--- src/rtl/reg_bank_mux_if.sv ---
// Write/read bus of the reg_bank_mux register bank.
// The master drives requests and the slave (the bank) returns registered read data.
interface reg_bank_mux_if #(
   parameter int WIDTH = 16,
   parameter int DEPTH = 8
);
   localparam int ADDR_W = $clog2(DEPTH);

   logic              clr;
   logic              load;
   logic [ADDR_W-1:0] wr_addr;
   logic [WIDTH-1:0]  wr_data;
   logic              rd_en;
   logic [ADDR_W-1:0] rd_addr;
   logic [WIDTH-1:0]  rd_data;
   logic              rd_valid;
   logic              rd_uninit;

   modport master (
      output clr, load, wr_addr, wr_data, rd_en, rd_addr,
      input  rd_data, rd_valid, rd_uninit
   );

   modport slave (
      input  clr, load, wr_addr, wr_data, rd_en, rd_addr,
      output rd_data, rd_valid, rd_uninit
   );
endinterface

--- src/rtl/reg_bank_mux.sv ---
// WIDTH x DEPTH register bank: decoded write port, registered N:1 read mux with valid/uninit strobes.
// Define REG_BANK_BYPASS_EN for write-first reads (same-cycle write/clear visible to the read).
module reg_bank_mux #(
   parameter int WIDTH = 16,
   parameter int DEPTH = 8
) (
   input logic          clk,
   input logic          rst_n,
   reg_bank_mux_if.slave bus
);
   localparam int ADDR_W = $clog2(DEPTH);

   logic [WIDTH-1:0] mem [DEPTH];
   logic [DEPTH-1:0] written;
   logic [DEPTH-1:0] wr_en;
   logic [WIDTH-1:0] sel_data;
   logic             sel_uninit;
   logic [WIDTH-1:0] rd_data_q;
   logic             rd_valid_q;
   logic             rd_uninit_q;

   // NOTE: every variable assigned in always_comb gets a default first, so no path can infer a latch.
   always_comb begin
      wr_en = '0;
      if (bus.load && !bus.clr) wr_en[bus.wr_addr] = 1'b1;
   end

   // NOTE: the entries are flops, not a RAM macro, so reset and clear may legally zero the whole array.
   always_ff @(posedge clk) begin
      for (int i = 0; i < DEPTH; i++) begin
         if (!rst_n || bus.clr) begin
            mem[i]     <= '0;
            written[i] <= 1'b0;
         end else if (wr_en[i]) begin
            mem[i]     <= bus.wr_data;
            written[i] <= 1'b1;
         end
      end
   end

   always_comb begin
      sel_data   = mem[bus.rd_addr];
      sel_uninit = ~written[bus.rd_addr];
`ifdef REG_BANK_BYPASS_EN
      if (bus.clr) begin
         sel_data   = '0;
         sel_uninit = 1'b1;
      end else if (bus.load && (bus.wr_addr == bus.rd_addr)) begin
         sel_data   = bus.wr_data;
         sel_uninit = 1'b0;
      end
`endif
   end

   // NOTE: sequential state uses non-blocking assignments so every flop samples pre-edge values.
   always_ff @(posedge clk) begin
      if (!rst_n) begin
         rd_data_q   <= '0;
         rd_valid_q  <= 1'b0;
         rd_uninit_q <= 1'b0;
      end else begin
         rd_valid_q  <= bus.rd_en;
         rd_uninit_q <= bus.rd_en & sel_uninit;
         if (bus.rd_en) rd_data_q <= sel_data;
      end
   end

   assign bus.rd_data   = rd_data_q;
   assign bus.rd_valid  = rd_valid_q;
   assign bus.rd_uninit = rd_uninit_q;
endmodule
--- src/flat_wrapper.sv ---
// flat-port wrapper written by rule: the top's interface ports become plain ports
module reg_bank_mux_flat 
#(
   parameter int WIDTH = 16,
   parameter int DEPTH = 8
)
  (clk, rst_n, bus_clr, bus_load, bus_wr_addr, bus_wr_data, bus_rd_en, bus_rd_addr, bus_rd_data, bus_rd_valid, bus_rd_uninit);
  reg_bank_mux_if #(.WIDTH(WIDTH), .DEPTH(DEPTH)) bus_i ();
  input logic clk;
  input logic rst_n;
  input wire logic [$bits(bus_i.clr)-1:0] bus_clr;
  input wire logic [$bits(bus_i.load)-1:0] bus_load;
  input wire logic [$bits(bus_i.wr_addr)-1:0] bus_wr_addr;
  input wire logic [$bits(bus_i.wr_data)-1:0] bus_wr_data;
  input wire logic [$bits(bus_i.rd_en)-1:0] bus_rd_en;
  input wire logic [$bits(bus_i.rd_addr)-1:0] bus_rd_addr;
  output wire logic [$bits(bus_i.rd_data)-1:0] bus_rd_data;
  output wire logic [$bits(bus_i.rd_valid)-1:0] bus_rd_valid;
  output wire logic [$bits(bus_i.rd_uninit)-1:0] bus_rd_uninit;
  assign bus_i.clr = bus_clr;
  assign bus_i.load = bus_load;
  assign bus_i.wr_addr = bus_wr_addr;
  assign bus_i.wr_data = bus_wr_data;
  assign bus_i.rd_en = bus_rd_en;
  assign bus_i.rd_addr = bus_rd_addr;
  assign bus_rd_data = bus_i.rd_data;
  assign bus_rd_valid = bus_i.rd_valid;
  assign bus_rd_uninit = bus_i.rd_uninit;
  reg_bank_mux #(.WIDTH(WIDTH), .DEPTH(DEPTH)) u_core (.clk(clk), .rst_n(rst_n), .bus(bus_i));
endmodule
--- config.mk ---
export PLATFORM = sky130hd
export DESIGN_NAME = reg_bank_mux_flat
export DESIGN_NICKNAME = d
export VERILOG_FILES = /design/src/rtl/reg_bank_mux_if.sv /design/src/rtl/reg_bank_mux.sv /design/src/flat_wrapper.sv
export SDC_FILE = /design/constraint.sdc
export NUM_CORES = 1
export LEC_CHECK = 0
export ABC_AREA = 0
export CORE_MARGIN = 5
export CORE_UTILIZATION = 55
export CTS_BUF_LIST = sky130_fd_sc_hd__clkbuf_8
export CTS_CLUSTER_SIZE = 14
export DETAILED_ROUTE_END_ITERATION = 16
export PLACE_DENSITY_LB_ADDON = 0.25
export SYNTH_ARGS = -nofsm -noshare
export SYNTH_HDL_FRONTEND = slang
export SYNTH_SLANG_ARGS = --single-unit
--- constraint.sdc ---
create_clock -name clk -period 5.2 [get_ports clk]
set_input_delay 1.04 -clock clk [delete_from_list [all_inputs] [get_ports clk]]
set_output_delay 1.04 -clock clk [all_outputs]
set_load 0.01 [all_outputs]
Word level (Yosys, flattened, before mapping):

Memories as Yosys holds them, arrays and structs flattened. A register that Yosys moved wholly into a read port is not among the register bits.
Index checks and enable logic that the tools add are counted.
W data, S select, Z words.

* memories kept: 1
* word-level logic and storage cells: 69
* flip-flop bits (word level): 10
* output and inout port bits: 18
* bits in writable memories: 128
* input bits: 27

Memory list
* u_core.mem: depth 8, width 16, rd ports 1, clocked after Yosys merged registers in 1, write ports 8, RTL line reg_bank_mux.sv:13 `logic [WIDTH-1:0] mem [DEPTH];`

* reductions and logical operators: 6
* mux-type cells: 39
* order comparisons: 3
* bitwise logic cells: 10

Operators by type and width (count)
* $mux W16: 8
* $mux W1: 28
* $lt A3 B4 Y1 const B: 2
* $mux W8: 1
* $or A1 B1 Y1: 8
* $bmux W1 S3: 1
* $demux W1 S3: 1
* $ge A3 B1 Y1 const B: 1
* $logic_not A1 Y1: 3
* $logic_and A1 B1 Y1: 2
* $and A1 B1 Y1: 1
* $logic_or A1 B1 Y1: 1
* $not A1 Y1: 1

Logic depth before layout (Yosys ltp):

Gate-level depths: netlist (run 1).

* depth in word-level cells: 9
* gate-level depth with buffers: 6

Worst setup path before layout (run 1):

OpenSTA, ideal clock, no wires.

* path kind: input -> register
* start: in bus_wr_addr[1]
* end: mem u_core.mem[1][0] (enable)
* data required time: 4789 ps
* setup slack: 2287 ps
* setup time: 411 ps
* arrival: 2502 ps
* stages: 2
* path buffers: 0
* path through: nand2b_1 -> o21ai_0

RTL lines
* start: declaration: RTL line flat_wrapper.sv:13 `input wire logic [$bits(bus_i.wr_addr)-1:0] bus_wr_addr;`
* end: declaration: RTL line reg_bank_mux.sv:13

==> results_dict.tcl, run 1 <==
set metrics [dict create \
    insertion_delay_ns 0.44 \
    final_cells 707 \
    firstDrtPassIters 5 \
    end_kind "flop" \
    dr_wl_met2_microns 7110 \
    io_pins 45 \
    grt_overflow 0 \
    antenna_found_initial 0 \
    wirelength_microns 15200 \
    drtIter0Drc 401 \
    status "completed" \
    initial_core_util 0.563 \
    synth-seq-area-share 0.642 \
    p_per_area_nw_per_um2 325 \
    fin_setup_tns_ns 0 \
    holdWs_ns 0.460 \
    slowest_delay_ns 0.68 \
    peakVddDrop_v 0.000152 \
    viasPerCell 5.73 \
    place.port_buffers 44 \
    wl_per_cell_microns 21.4 \
    syn_area_sq_um 6800 \
    layout-drive-gt1-share 0.150 \
    synth_nets 505 \
    worst_clock_skew_ns 0.00840 \
    cp.arrival_ns 3.49 \
    grt_pass1_vias 4145 \
    via_count 4048 \
    cts_made_buffers 17 \
    highest_layer "met4" \
    root_buffer "clkbuf_8" \
    cts_hold_buffers 0 \
    ys_warn_count 0 \
    post_cts_resized 0 \
    cts-htree-levels 4 \
    setup_violations 0 \
    max_freq_mhz 314 \
    layout.nets 553 \
    drc 0 \
    coreArea_sq_um 12100 \
    fp.dieW_microns 121 \
    postRouteAntennaNets 0 \
    worstMarginPinSlew_ns 1.07 \
    met3_length_microns 983 \
    syn_inst 478 \
    maxCapViolations 0 \
    dieHeight_microns 121 \
    crit_type "input pin to flop" \
    cp_num_buf_inv 2 \
    final_common_cell "and2_1" \
    die-area_sq_um 14700 \
    syn_to_final_growth_pct 14.2 \
    slew-limit-headroom 0.281 \
    cp-start-kind "input pin" \
    synth_cell_type_count 28 \
    post_cts_buffers 0 \
    final_cell_mix "and2_1 (130), edfxtp_1 (128), clkdlybuf4s50_1 (43)" \
    crit_path_max_fanout 18 \
    fillCellCount 880 \
    numClockSinks 154 \
    grt_start_max_net_pins 66 \
    rsz0062_at_grt "no" \
    min_path_type "flop to flop" \
    crit_slowest_cell "nor3_4" \
    cts_tree "built" \
    cp_cell_sequence "clkdlybuf4s50_1 -> buf_4 -> and2b_1 -> nand3_4 -> nor3_4 -> and2_1" \
    gp_congestion 0.717 \
    gr-usage-all-layers 0.219 \
    hold_viol 0 \
    synth.avg_cell_area_sq_um 14.2 \
    dp_hpwl_microns 9030 \
    dp_cells 675 \
    fin_crit_ns 3.19 \
    reg2reg_slack_ns 3.87 \
    wl_met1_microns 6670 \
    cp.required_ns 5.50 \
    cts.path.max_buffers 2 \
    period_share 0.613 \
    grt_pass1_wl_microns 23400 \
    yosys_register_bits 154 \
    critical-path-top-delay-family "simple AND/OR/NAND/NOR gates" \
    diodes 0 \
    p_leak_nw 3.05 \
    drv_slew 0 \
    path_clk_slew_ns 0.07 \
    num_rows 40 \
]
-- Yosys cell counts (all sizes together) --
cell type  number  share of area
buf            18          0.019
nor2b           1        0.00092
clkbuf          9         0.0053
mux2           32          0.053
and2b           1         0.0011
dfxtp          26          0.077
mux4            2         0.0066
mux2i          33          0.049
a21oi          16          0.012
o31ai           2         0.0022
a21o            8         0.0088
and2          130           0.12
a22oi           5         0.0055
nand2           3         0.0017
nand3           1         0.0026
edfxtp        128           0.57
o22ai          11          0.010
nand3b          1         0.0029
nor3            2         0.0048
nand2b          4         0.0037
o21ai          22          0.016
o221ai          5         0.0064
nor2            7          0.010
a221o          11          0.016
-- per-stage QoR --
step	cell area [sq um]	setup WS [ns]	utilization	power, W
floorplan	6800	2.29	-	0.00157
global placement	7390	1.70	0.613	0.00167
detailed placement	7390	1.61	0.613	0.00168
CTS	7760	2.06	0.644	0.00253
global route	7760	1.88	0.644	0.00260
finish	7760	2.01	0.644	0.00252
-- sequential cells by signal (all words and copies together), names as in the netlist --
name                  flops
u_core.written            8
u_core.bus.rd_valid       1
u_core.bus.rd_data       16
u_core.bus.rd_uninit      1
u_core.mem              128
-- worst paths after layout --
| kind | start | end | cells after the start |
|---|---|---|---|
| worst min-delay path | u_core.written[3]$_SDFFE_PP0P_ | u_core.written[3]$_SDFFE_PP0P_ | 1 |
| worst max register to register | u_core.written[7]$_SDFFE_PP0P_ | u_core.bus.rd_uninit$_SDFF_PN0_ | 3 |
| worst min register to register | u_core.written[3]$_SDFFE_PP0P_ | u_core.written[3]$_SDFFE_PP0P_ | 1 |
| worst max-delay path | rst_n | u_core.mem[4][12]$_SDFFCE_PN0P_ | 6 |
-- logic make-up (layout without fill, tap and decap cells) --
family | count (synthesis) | count (layout) | synth area share
muxes | 67 | 67 | 0.108
DFF | 154 | 154 | 0.642
and+or+nand+nor | 150 | 150 | 0.148
AOI/OAI and AO/OA | 80 | 80 | 0.0773
buffers and inverters | 27 | 88 | 0.0245
-- layout make-up --
| cell class | count | area, sq um | share of cell area |
|---|---|---|---|
| clock buffers | 17 | 234 | 0.0301 |
| well taps | 168 | 210 | 0.0271 |
| repair buffers | 56 | 538 | 0.0693 |
| flip-flops and latches | 154 | 4360 | 0.562 |
| clock inverters | 15 | 140 | 0.0181 |
| multi-input cells | 297 | 2280 | 0.293 |
-- where the power goes --
part | leakage, nW | switching [W] | total (W) | internal [W]
sequential | 1.62 | 0.0000219 | 0.00142 | 0.00140
clock | 0.192 | 0.000413 | 0.000870 | 0.000456
combinational | 1.24 | 0.000127 | 0.000227 | 0.000100
-- layer usage --
layer,vias to the layer above,global-route usage
li1,1868,-
met1,1994,0.305
met2,151,0.336
met3,35,0.0485
met4,0,0.0896
met5,-,0
(Power assumes the default switching activity.)
==> run 2, diff against run 1 <==
clock period = 3 ns   (was 5.2 ns; I/O delays follow)
==> results_dict.tcl, run 2 (synthesized netlist as in run 1, its figures left out) <==
set metrics [dict create \
    cp.arrival_ns 2.50 \
    dieHeight_microns 121 \
    slowest_delay_ns 0.66 \
    setup_ws_ns 0.827 \
    firstDrtPassIters 5 \
    setup_violations 0 \
    gp_congestion 0.820 \
    num_rows 40 \
    wl_per_cell_microns 20.8 \
    final_common_cell "and2_1" \
    slew-limit-headroom 0.468 \
    final_cells 711 \
    numClockSinks 154 \
    hold_viol 0 \
    fin_crit_ns 2.17 \
    drtIter0Drc 416 \
    largest-register "u_core.mem" \
    root_buffer "clkbuf_8" \
    drc 0 \
    worst_clock_skew_ns 0.00719 \
    maxCapViolations 0 \
    end_kind "flop" \
    drv_slew 0 \
    insertion_delay_ns 0.45 \
    syn_to_final_growth_pct 15.8 \
    post_cts_buffers 0 \
    initial_core_util 0.563 \
    die-area_sq_um 14700 \
    max_freq_mhz 460 \
    dp_cells 679 \
    postRouteAntennaNets 0 \
    period_share 0.724 \
    crit_path_max_fanout 9 \
    cp_cell_sequence "clkdlybuf4s50_1 -> nor2b_1 -> buf_4 -> a22oi_1 -> o221ai_1 -> a21oi_1" \
    grt_pass1_wl_microns 22800 \
    wirelength_microns 14800 \
    viasPerCell 5.63 \
    io_pins 45 \
    cts_made_buffers 17 \
    coreArea_sq_um 12100 \
    p_per_area_nw_per_um2 586 \
    layout-drive-gt1-share 0.169 \
    fin_setup_tns_ns 0 \
    cts-htree-levels 4 \
    grt_pass1_vias 3942 \
    fp.dieW_microns 121 \
    largest_register_ff_count 128 \
    cts_hold_buffers 0 \
    min_path_type "flop to flop" \
    grt_start_max_net_pins 40 \
    place_ws_ns 0.405 \
    post_cts_resized 0 \
    antenna_found_initial 0 \
    status "completed" \
    cts_tree "built" \
    gr-usage-all-layers 0.213 \
    dp_hpwl_microns 9850 \
    layout.nets 557 \
    peakVddDrop_v 0.000273 \
    grt_overflow 0 \
    worstMarginPinSlew_ns 0.795 \
    place.port_buffers 44 \
    path_clk_slew_ns 0.08 \
    crit_slowest_cell "clkdlybuf4s50_1" \
    holdWs_ns 0.454 \
    cp.required_ns 3.32 \
    rsz0062_at_grt "no" \
    final_cell_mix "and2_1 (130), edfxtp_1 (128), clkdlybuf4s50_1 (43)" \
    via_count 4002 \
    cts.path.max_buffers 2 \
    p_leak_nw 3.12 \
    diodes 0 \
    crit_type "input pin to flop" \
    cp-start-kind "input pin" \
]
## run 2: per-layer routing
| metal | global-route usage | up-vias | wire (microns) |
|---|---|---|---|
| met2 | 0.361 | 142 | 7600 |
| met1 | 0.268 | 1971 | 6070 |
| met5 | 0 | - | 0 |
| met3 | 0.0434 | 27 | 740 |
| li1 | - | 1862 | - |
| met4 | 0.0854 | 0 | 346 |
## run 2: final timing paths
kind	to	depth (start not counted)	slack [ns]	start
max reg2reg	u_core.bus.rd_uninit$_SDFF_PN0_	3	1.72	u_core.written[7]$_SDFFE_PP0P_
max	u_core.bus.rd_data[10]$_SDFFE_PN0P_	6	0.83	bus_rd_addr[1]
min reg2reg	u_core.written[6]$_SDFFE_PP0P_	1	0.45	u_core.written[6]$_SDFFE_PP0P_
min	u_core.written[6]$_SDFFE_PP0P_	1	0.45	u_core.written[6]$_SDFFE_PP0P_
## run 2: where the power goes
| part | total, W | switching (W) | internal (W) |
|---|---|---|---|
| combinational | 0.000401 | 0.000224 | 0.000177 |
| clock | 0.00174 | 0.000733 | 0.00101 |
| sequential | 0.00247 | 0.0000374 | 0.00243 |
| total | 0.00461 | 0.000995 | 0.00361 |
## run 2: cell type report
type                    count  area [sq um]
flip-flops and latches    154          4360
fillers                   914          4190
multi-input cells         297          2280
repair buffers             60           568
clock buffers              22           303
well taps                 168           210
clock inverters            10           146
## run 2: through the flow
| step | util | power, W | instance area, sq um |
|---|---|---|---|
| final | 0.652 | 0.00461 | 7870 |
| after global routing | 0.652 | 0.00476 | 7870 |
| after CTS | 0.652 | 0.00463 | 7870 |
| after detailed placement | 0.615 | 0.00292 | 7420 |
| after global placement | 0.615 | 0.00290 | 7420 |
| after floorplan | - | 0.00272 | 6800 |
## run 2: worst max-delay path: cells and delay by family
family / cells / cell delay (ns)
buffers and inverters: 2 / 0.94
and+or+nand+nor: 1 / 0.64
AOI/OAI and AO/OA: 3 / 0.30
